[src/rtl/uncached_write_buffer_pkg.sv]
// Shared definitions for the uncached write buffer.
// Holds the control FSM state encoding, the CPU/memory bus field widths and
// the packed layout of one buffered store entry.
package uncached_write_buffer_pkg;

    localparam int ADDR_W = 32;
    localparam int DATA_W = 32;
    localparam int STRB_W = 4;
    localparam int SIZE_W = 3;

    typedef enum logic [1:0] {
        IDLE    = 2'd0,
        ST_WAIT = 2'd1,
        LD_WAIT = 2'd2
    } wb_state_e;

    typedef struct packed {
        logic [ADDR_W-1:0] addr;
        logic [SIZE_W-1:0] size;
        logic [STRB_W-1:0] wstrb;
        logic [DATA_W-1:0] wdata;
    } wb_entry_t;

endpackage

[src/rtl/uncached_write_buffer_wb_fifo.sv]
// wb_fifo: DEPTH-entry store FIFO for the uncached write buffer.
// Ports:
//   clk, resetn   - clock, asynchronous active-low reset
//   push          - write push_entry at the tail (ignored when full)
//   push_entry    - entry to enqueue
//   pop           - drop the head entry (ignored when empty)
//   head          - current head entry, valid when !empty
//   full, empty   - occupancy flags
// DEPTH must be a power of two so the pointers wrap by natural overflow.
module wb_fifo
    import uncached_write_buffer_pkg::*;
#(
    parameter int DEPTH = 4,
    localparam int PTR_W = (DEPTH > 1) ? $clog2(DEPTH) : 1,
    localparam int CNT_W = $clog2(DEPTH) + 1
) (
    input  logic      clk,
    input  logic      resetn,
    input  logic      push,
    input  wb_entry_t push_entry,
    input  logic      pop,
    output wb_entry_t head,
    output logic      full,
    output logic      empty
);

    wb_entry_t        entries [DEPTH];
    logic [PTR_W-1:0] wr_ptr;
    logic [PTR_W-1:0] rd_ptr;
    logic [CNT_W-1:0] cnt;
    logic             do_push;
    logic             do_pop;

    assign full    = (cnt == CNT_W'(DEPTH));
    assign empty   = (cnt == '0);
    assign head    = entries[rd_ptr];
    assign do_push = push && !full;
    assign do_pop  = pop && !empty;

    always_ff @(posedge clk or negedge resetn) begin
        if (!resetn) begin
            wr_ptr <= '0;
            rd_ptr <= '0;
            cnt    <= '0;
        end else begin
            if (do_push) wr_ptr <= wr_ptr + 1'b1;
            if (do_pop)  rd_ptr <= rd_ptr + 1'b1;
            // simultaneous push and pop leaves the occupancy unchanged
            case ({do_push, do_pop})
                2'b10:   cnt <= cnt + 1'b1;
                2'b01:   cnt <= cnt - 1'b1;
                default: cnt <= cnt;
            endcase
        end
    end

    always_ff @(posedge clk or negedge resetn) begin
        if (!resetn) begin
            for (int i = 0; i < DEPTH; i++) entries[i] <= '0;
        end else if (do_push) begin
            entries[wr_ptr] <= push_entry;
        end
    end

endmodule

[src/rtl/uncached_write_buffer.sv]
// uncached_write_buffer: posts CPU stores into a small FIFO and drains them
// to memory one at a time; loads pass straight through once every earlier
// store has completed at memory.
// Ports:
//   clk, resetn                       - clock, asynchronous active-low reset
//   data_req/wr/wstrb/addr/size/wdata - CPU request channel
//   data_addr_ok, data_data_ok        - CPU accept / response strobes
//   data_rdata                        - CPU load data
//   mem_req/wr/wstrb/addr/size/wdata  - memory request channel
//   mem_addr_ok, mem_data_ok          - memory accept / completion strobes
//   mem_rdata                         - memory load data
//
// state   | meaning
// IDLE    | no memory transaction outstanding; drain head store or issue load
// ST_WAIT | buffered store accepted by memory, waiting for completion
// LD_WAIT | load accepted by memory, forwarding its response to the CPU
module uncached_write_buffer
    import uncached_write_buffer_pkg::*;
#(
    parameter int DEPTH = 4
) (
    input  logic              clk,
    input  logic              resetn,
    input  logic              data_req,
    input  logic              data_wr,
    input  logic [STRB_W-1:0] data_wstrb,
    input  logic [ADDR_W-1:0] data_addr,
    input  logic [SIZE_W-1:0] data_size,
    input  logic [DATA_W-1:0] data_wdata,
    output logic              data_addr_ok,
    output logic              data_data_ok,
    output logic [DATA_W-1:0] data_rdata,
    output logic              mem_req,
    output logic              mem_wr,
    output logic [STRB_W-1:0] mem_wstrb,
    output logic [ADDR_W-1:0] mem_addr,
    output logic [SIZE_W-1:0] mem_size,
    output logic [DATA_W-1:0] mem_wdata,
    input  logic              mem_addr_ok,
    input  logic              mem_data_ok,
    input  logic [DATA_W-1:0] mem_rdata
);

    wb_state_e state;
    wb_state_e state_nxt;
    logic      st_resp;
    logic      push;
    logic      pop;
    logic      fifo_full;
    logic      fifo_empty;
    logic      load_go;
    wb_entry_t head;
    wb_entry_t push_entry;

    assign push_entry = '{addr: data_addr, size: data_size, wstrb: data_wstrb, wdata: data_wdata};

    // The full test uses the occupancy before any pop this cycle, so a store
    // arriving while full waits one more cycle even if the head retires now.
    assign push = data_req && data_wr && !fifo_full && (state != LD_WAIT);

    // A load may only go out once the FIFO is empty and the last store's
    // response has been given, so memory and the CPU both see program order.
    assign load_go = (state == IDLE) && fifo_empty && !st_resp && data_req && !data_wr;

    wb_fifo #(.DEPTH(DEPTH)) u_fifo (
        .clk        (clk),
        .resetn     (resetn),
        .push       (push),
        .push_entry (push_entry),
        .pop        (pop),
        .head       (head),
        .full       (fifo_full),
        .empty      (fifo_empty)
    );

    always_ff @(posedge clk or negedge resetn) begin
        if (!resetn) begin
            state   <= IDLE;
            st_resp <= 1'b0;
        end else begin
            state   <= state_nxt;
            st_resp <= push;
        end
    end

    always_comb begin
        state_nxt    = state;
        pop          = 1'b0;
        mem_req      = 1'b0;
        mem_wr       = 1'b0;
        mem_wstrb    = '0;
        mem_addr     = '0;
        mem_size     = '0;
        mem_wdata    = '0;
        data_addr_ok = push;
        data_data_ok = st_resp;
        data_rdata   = '0;

        case (state)
            IDLE: begin
                if (!fifo_empty) begin
                    // head is only popped in ST_WAIT, so these fields hold
                    // steady for as long as memory stalls the request
                    mem_req   = 1'b1;
                    mem_wr    = 1'b1;
                    mem_wstrb = head.wstrb;
                    mem_addr  = head.addr;
                    mem_size  = head.size;
                    mem_wdata = head.wdata;
                    if (mem_addr_ok) state_nxt = ST_WAIT;
                end else if (load_go) begin
                    mem_req      = 1'b1;
                    mem_wr       = 1'b0;
                    mem_wstrb    = data_wstrb;
                    mem_addr     = data_addr;
                    mem_size     = data_size;
                    mem_wdata    = data_wdata;
                    data_addr_ok = mem_addr_ok;
                    if (mem_addr_ok) state_nxt = LD_WAIT;
                end
            end
            ST_WAIT: begin
                if (mem_data_ok) begin
                    pop       = 1'b1;
                    state_nxt = IDLE;
                end
            end
            LD_WAIT: begin
                // no store can be accepted or pending here, so the load
                // response owns data_data_ok
                data_data_ok = mem_data_ok;
                data_rdata   = mem_rdata;
                if (mem_data_ok) state_nxt = IDLE;
            end
            default: state_nxt = IDLE;
        endcase
    end

endmodule

[config.mk]
export PLATFORM = sky130hd
export DESIGN_NAME = uncached_write_buffer
export DESIGN_NICKNAME = d
export VERILOG_FILES = /design/src/rtl/uncached_write_buffer_pkg.sv /design/src/rtl/uncached_write_buffer_wb_fifo.sv /design/src/rtl/uncached_write_buffer.sv
export SDC_FILE = /design/constraint.sdc
export NUM_CORES = 1
export LEC_CHECK = 0
export ABC_AREA = 1
export CORE_AREA = 2 2 201 144
export CTS_CLUSTER_DIAMETER = 40
export DETAILED_ROUTE_END_ITERATION = 10
export DIE_AREA = 0 0 203 146
export HOLD_SLACK_MARGIN = 0.02
export MAX_ROUTING_LAYER = met4
export PLACE_DENSITY = 0.8
export SLEW_MARGIN = 30
export SYNTH_ARGS = -nofsm -noshare
export SYNTH_HDL_FRONTEND = slang
export SYNTH_SLANG_ARGS = --single-unit
[constraint.sdc]
create_clock -name clk -period 2.45 [get_ports clk]
set_input_delay 0.6125 -clock clk [delete_from_list [all_inputs] [get_ports clk]]
set_output_delay 0.6125 -clock clk [all_outputs]
set_load 0.05 [all_outputs]
==> flow_summary.ini <==
[worst_hold_path]
hp-class = register to register

[setup_path]
crit_required_ns = 1.84
cp-end-kind = output pin
startpoint_type = register
timing.critical_path.mode_cell = buf_12
crit_fanout = 7
crit_path_cell_trace = inv_2 -> ha_4 -> inv_4 -> a21oi_4 -> buf_8 -> buf_12 -> clkbuf_16 -> nand3_2 -> nand2_2 -> buf_12
cpPeakStageDelay_ns = 0.40
crit_arrival_ns = 2.13
path_class = register to output pin
slowest_stage = dfrtp_1

[detailed_routing]
vias_per_cell = 5.69
postRouteAntennaNets = 0
dr_total_vias = 15397
wl_per_cell_um = 20.0
firstDrtPassIters = 7
wl_um = 54000
drc_errors = 0
drt_iter0_markers = 1956

[timing]
worst_slew_pin_slew_ns = 0.506
final_hold_viol_count = 0
maxSlewViolCount = 0
fin_skew_ns = 0.0214
setup_tns_ns = -17.63
maxSlewHeadroom = 0.663
setup_viol = 75
holdWs_ns = 0.471
worst_slack_ns = -0.288
fin_crit_sh = 1.12
fmax_mhz = 365
finalCriticalPeriod_ns = 2.74
rsz0062_at_grt = true

[cts]
cts_max_path_buffers = 3
insertion_delay_ns = 0.52
cts_max_level = 2
cts_tree = built
numCtsBuffers = 36
clkSinkCount = 294
clkTransAtPathRegs_ns = 0.06
root_buffer = clkbuf_16

[placed_design]
gp_congestion = 0.834
dp_hpwl_um = 28600
dpl-instance-area_um2 = 18900
portBuffers = 215
dp.cells = 2592
pre_cts_ws_ns = -0.233

[global_route]
gr-usage-all-layers = 0.350
grt_overflow = 0
grt_pass1_vias = 15098
grt_pass1_wl_um = 80200
antenna_found_initial = 1
grt_start_max_net_pins = 69

[power_and_ir_drop]
p_leak_nw = 11.2
ir_drop_mv = 1.26
p_total_mw = 35.8
power_density_nw_per_um2 = 1630

[cells_and_area]
drive_above_1_share = 0.190
utilization = 0.799
instances_no_fill = 2706
fin_area_um2 = 22000
final_nets = 2427
syn2layout_area_growth_pct = 46.3
mostFrequentLayoutCell = nand2_1
final_cell_mix = nand2_1, dfrtp_1, nand3_1

[logic_synthesis]
netlist_area_um2 = 15000
synth.area.mux_share = 0
yosysSeqAreaShare = 0.490
ys_warn_count = 0
synth_top_family_by_area = simple AND/OR/NAND/NOR gates
synth.distinct_cells = 26
synth_cells = 2055
synth_seq_cells = 294
syn_nets = 2173
post_synth_fa_ha_maj_area_fraction = 0.00800
syn_area_per_cell_um2 = 7.30
synth-compound-area-share = 0.00225
yosys-top-cells-area = dfrtp_1, nand2_1, nand3_1, buf_6, inv_1
synth-simple-area-share = 0.423
synth_top_area_cell = dfrtp_1
yosysTopAreaCellShare = 0.490
synth-xor-area-share = 0.00292

[die]
io_pins = 216
coreArea_um2 = 27500
die_w_um = 203
start_util = 0.546
fp.dieH_um = 146
dieArea_um2 = 29600
core.rowCount = 51

[status]
violations = setup timing
status = finished, violations left

[job]
cap_violations = 0
-- cell families after synthesis --
group	after synthesis
and+or+nand+nor	1559
adders and majority gates	9
DFF	294
buffers and inverters	182
xor gates and xnor gates	5
AOI/OAI and AO/OA	6
-- sequential cells by signal, summed over array words and instances (netlist names) --
register,count
u_fifo.entries,284
u_fifo.cnt,3
state,2
u_fifo.rd_ptr,2
u_fifo.wr_ptr,2
st_resp,1
-- Yosys cell counts (all sizes together) --
cell type and count:
nand2 1258, clkbuf 50, xnor2 1, nor2 9, o21ai 4, ha 8, nand3 287, nor3 2
a21oi 2, nand4 3, buf 78, xor2 4, inv 54, fa 1, dfrtp 294
-- cell type report --
type / count / area, um2
Clock buffer: 45 / 1010
Antenna cell: 1 / 2.50
Sequential cell: 294 / 7360
Tap cell: 371 / 464
Timing Repair Buffer: 343 / 5110
Timing Repair inverter: 1 / 8.76
Inverter: 54 / 230
Fill cell: 1730 / 5540
Multi-Input combinational cell: 1579 / 7430
Clock inverter: 18 / 342
-- worst max-delay path: cells and delay by family (launching register included) --
family | cells | cell delay (ns)
AOI/OAI and AO/OA | 1 | 0.13
adders and majority gates | 1 | 0.15
buffers and inverters | 6 | 0.75
DFF | 1 | 0.40
and+or+nand+nor | 2 | 0.18
-- timing repair --
action,in CTS,in global routing
gates resized for setup,147,79
gates cloned,11,11
hold buffers,1,0
endpoints found under the setup margin,99,106
pin swaps,8,37
endpoints found under the hold margin,3,0
buffers inserted,13,15
-- layer usage --
layer | GRT usage | part of all wire | vias to the layer above
li1 | - | - | 6874
met1 | 0.447 | 0.37 | 7238
met2 | 0.553 | 0.46 | 1074
met3 | 0.0743 | 0.13 | 211
met4 | 0.128 | 0.040 | 0
met5 | - | 0 | -
-- where the power goes --
part | leakage, nW | total [mW] | internal [mW] | switching (mW)
sequential | 3.70 | 8.49 | 7.12 | 1.38
clock | 0.654 | 6.05 | 3.88 | 2.17
combinational | 6.89 | 21.3 | 8.80 | 12.5
total | 11.2 | 35.8 | 19.8 | 16.0
-- path summary, 6_finish.rpt --
| kind | start | to | slack (ns) | cells after the start |
|---|---|---|---|---|
| max in group asynchronous | resetn | u_fifo.entries[274]$_DFFE_PN0P_ | 1.10 | 3 |
| min in group asynchronous | resetn | u_fifo.entries[23]$_DFFE_PN0P_ | 0.60 | 2 |
| worst max-delay path | state[1]$_DFFE_PN0P_ | mem_addr[10] | -0.29 | 10 |
| worst min-delay path | u_fifo.entries[168]$_DFFE_PN0P_ | u_fifo.entries[168]$_DFFE_PN0P_ | 0.47 | 2 |
| worst max register to register | state[1]$_DFFE_PN0P_ | u_fifo.cnt[2]$_DFFE_PN0P_ | 0.13 | 11 |
| worst min register to register | u_fifo.entries[168]$_DFFE_PN0P_ | u_fifo.entries[168]$_DFFE_PN0P_ | 0.47 | 2 |
Note: power is estimated with default switching activity, not from simulation.
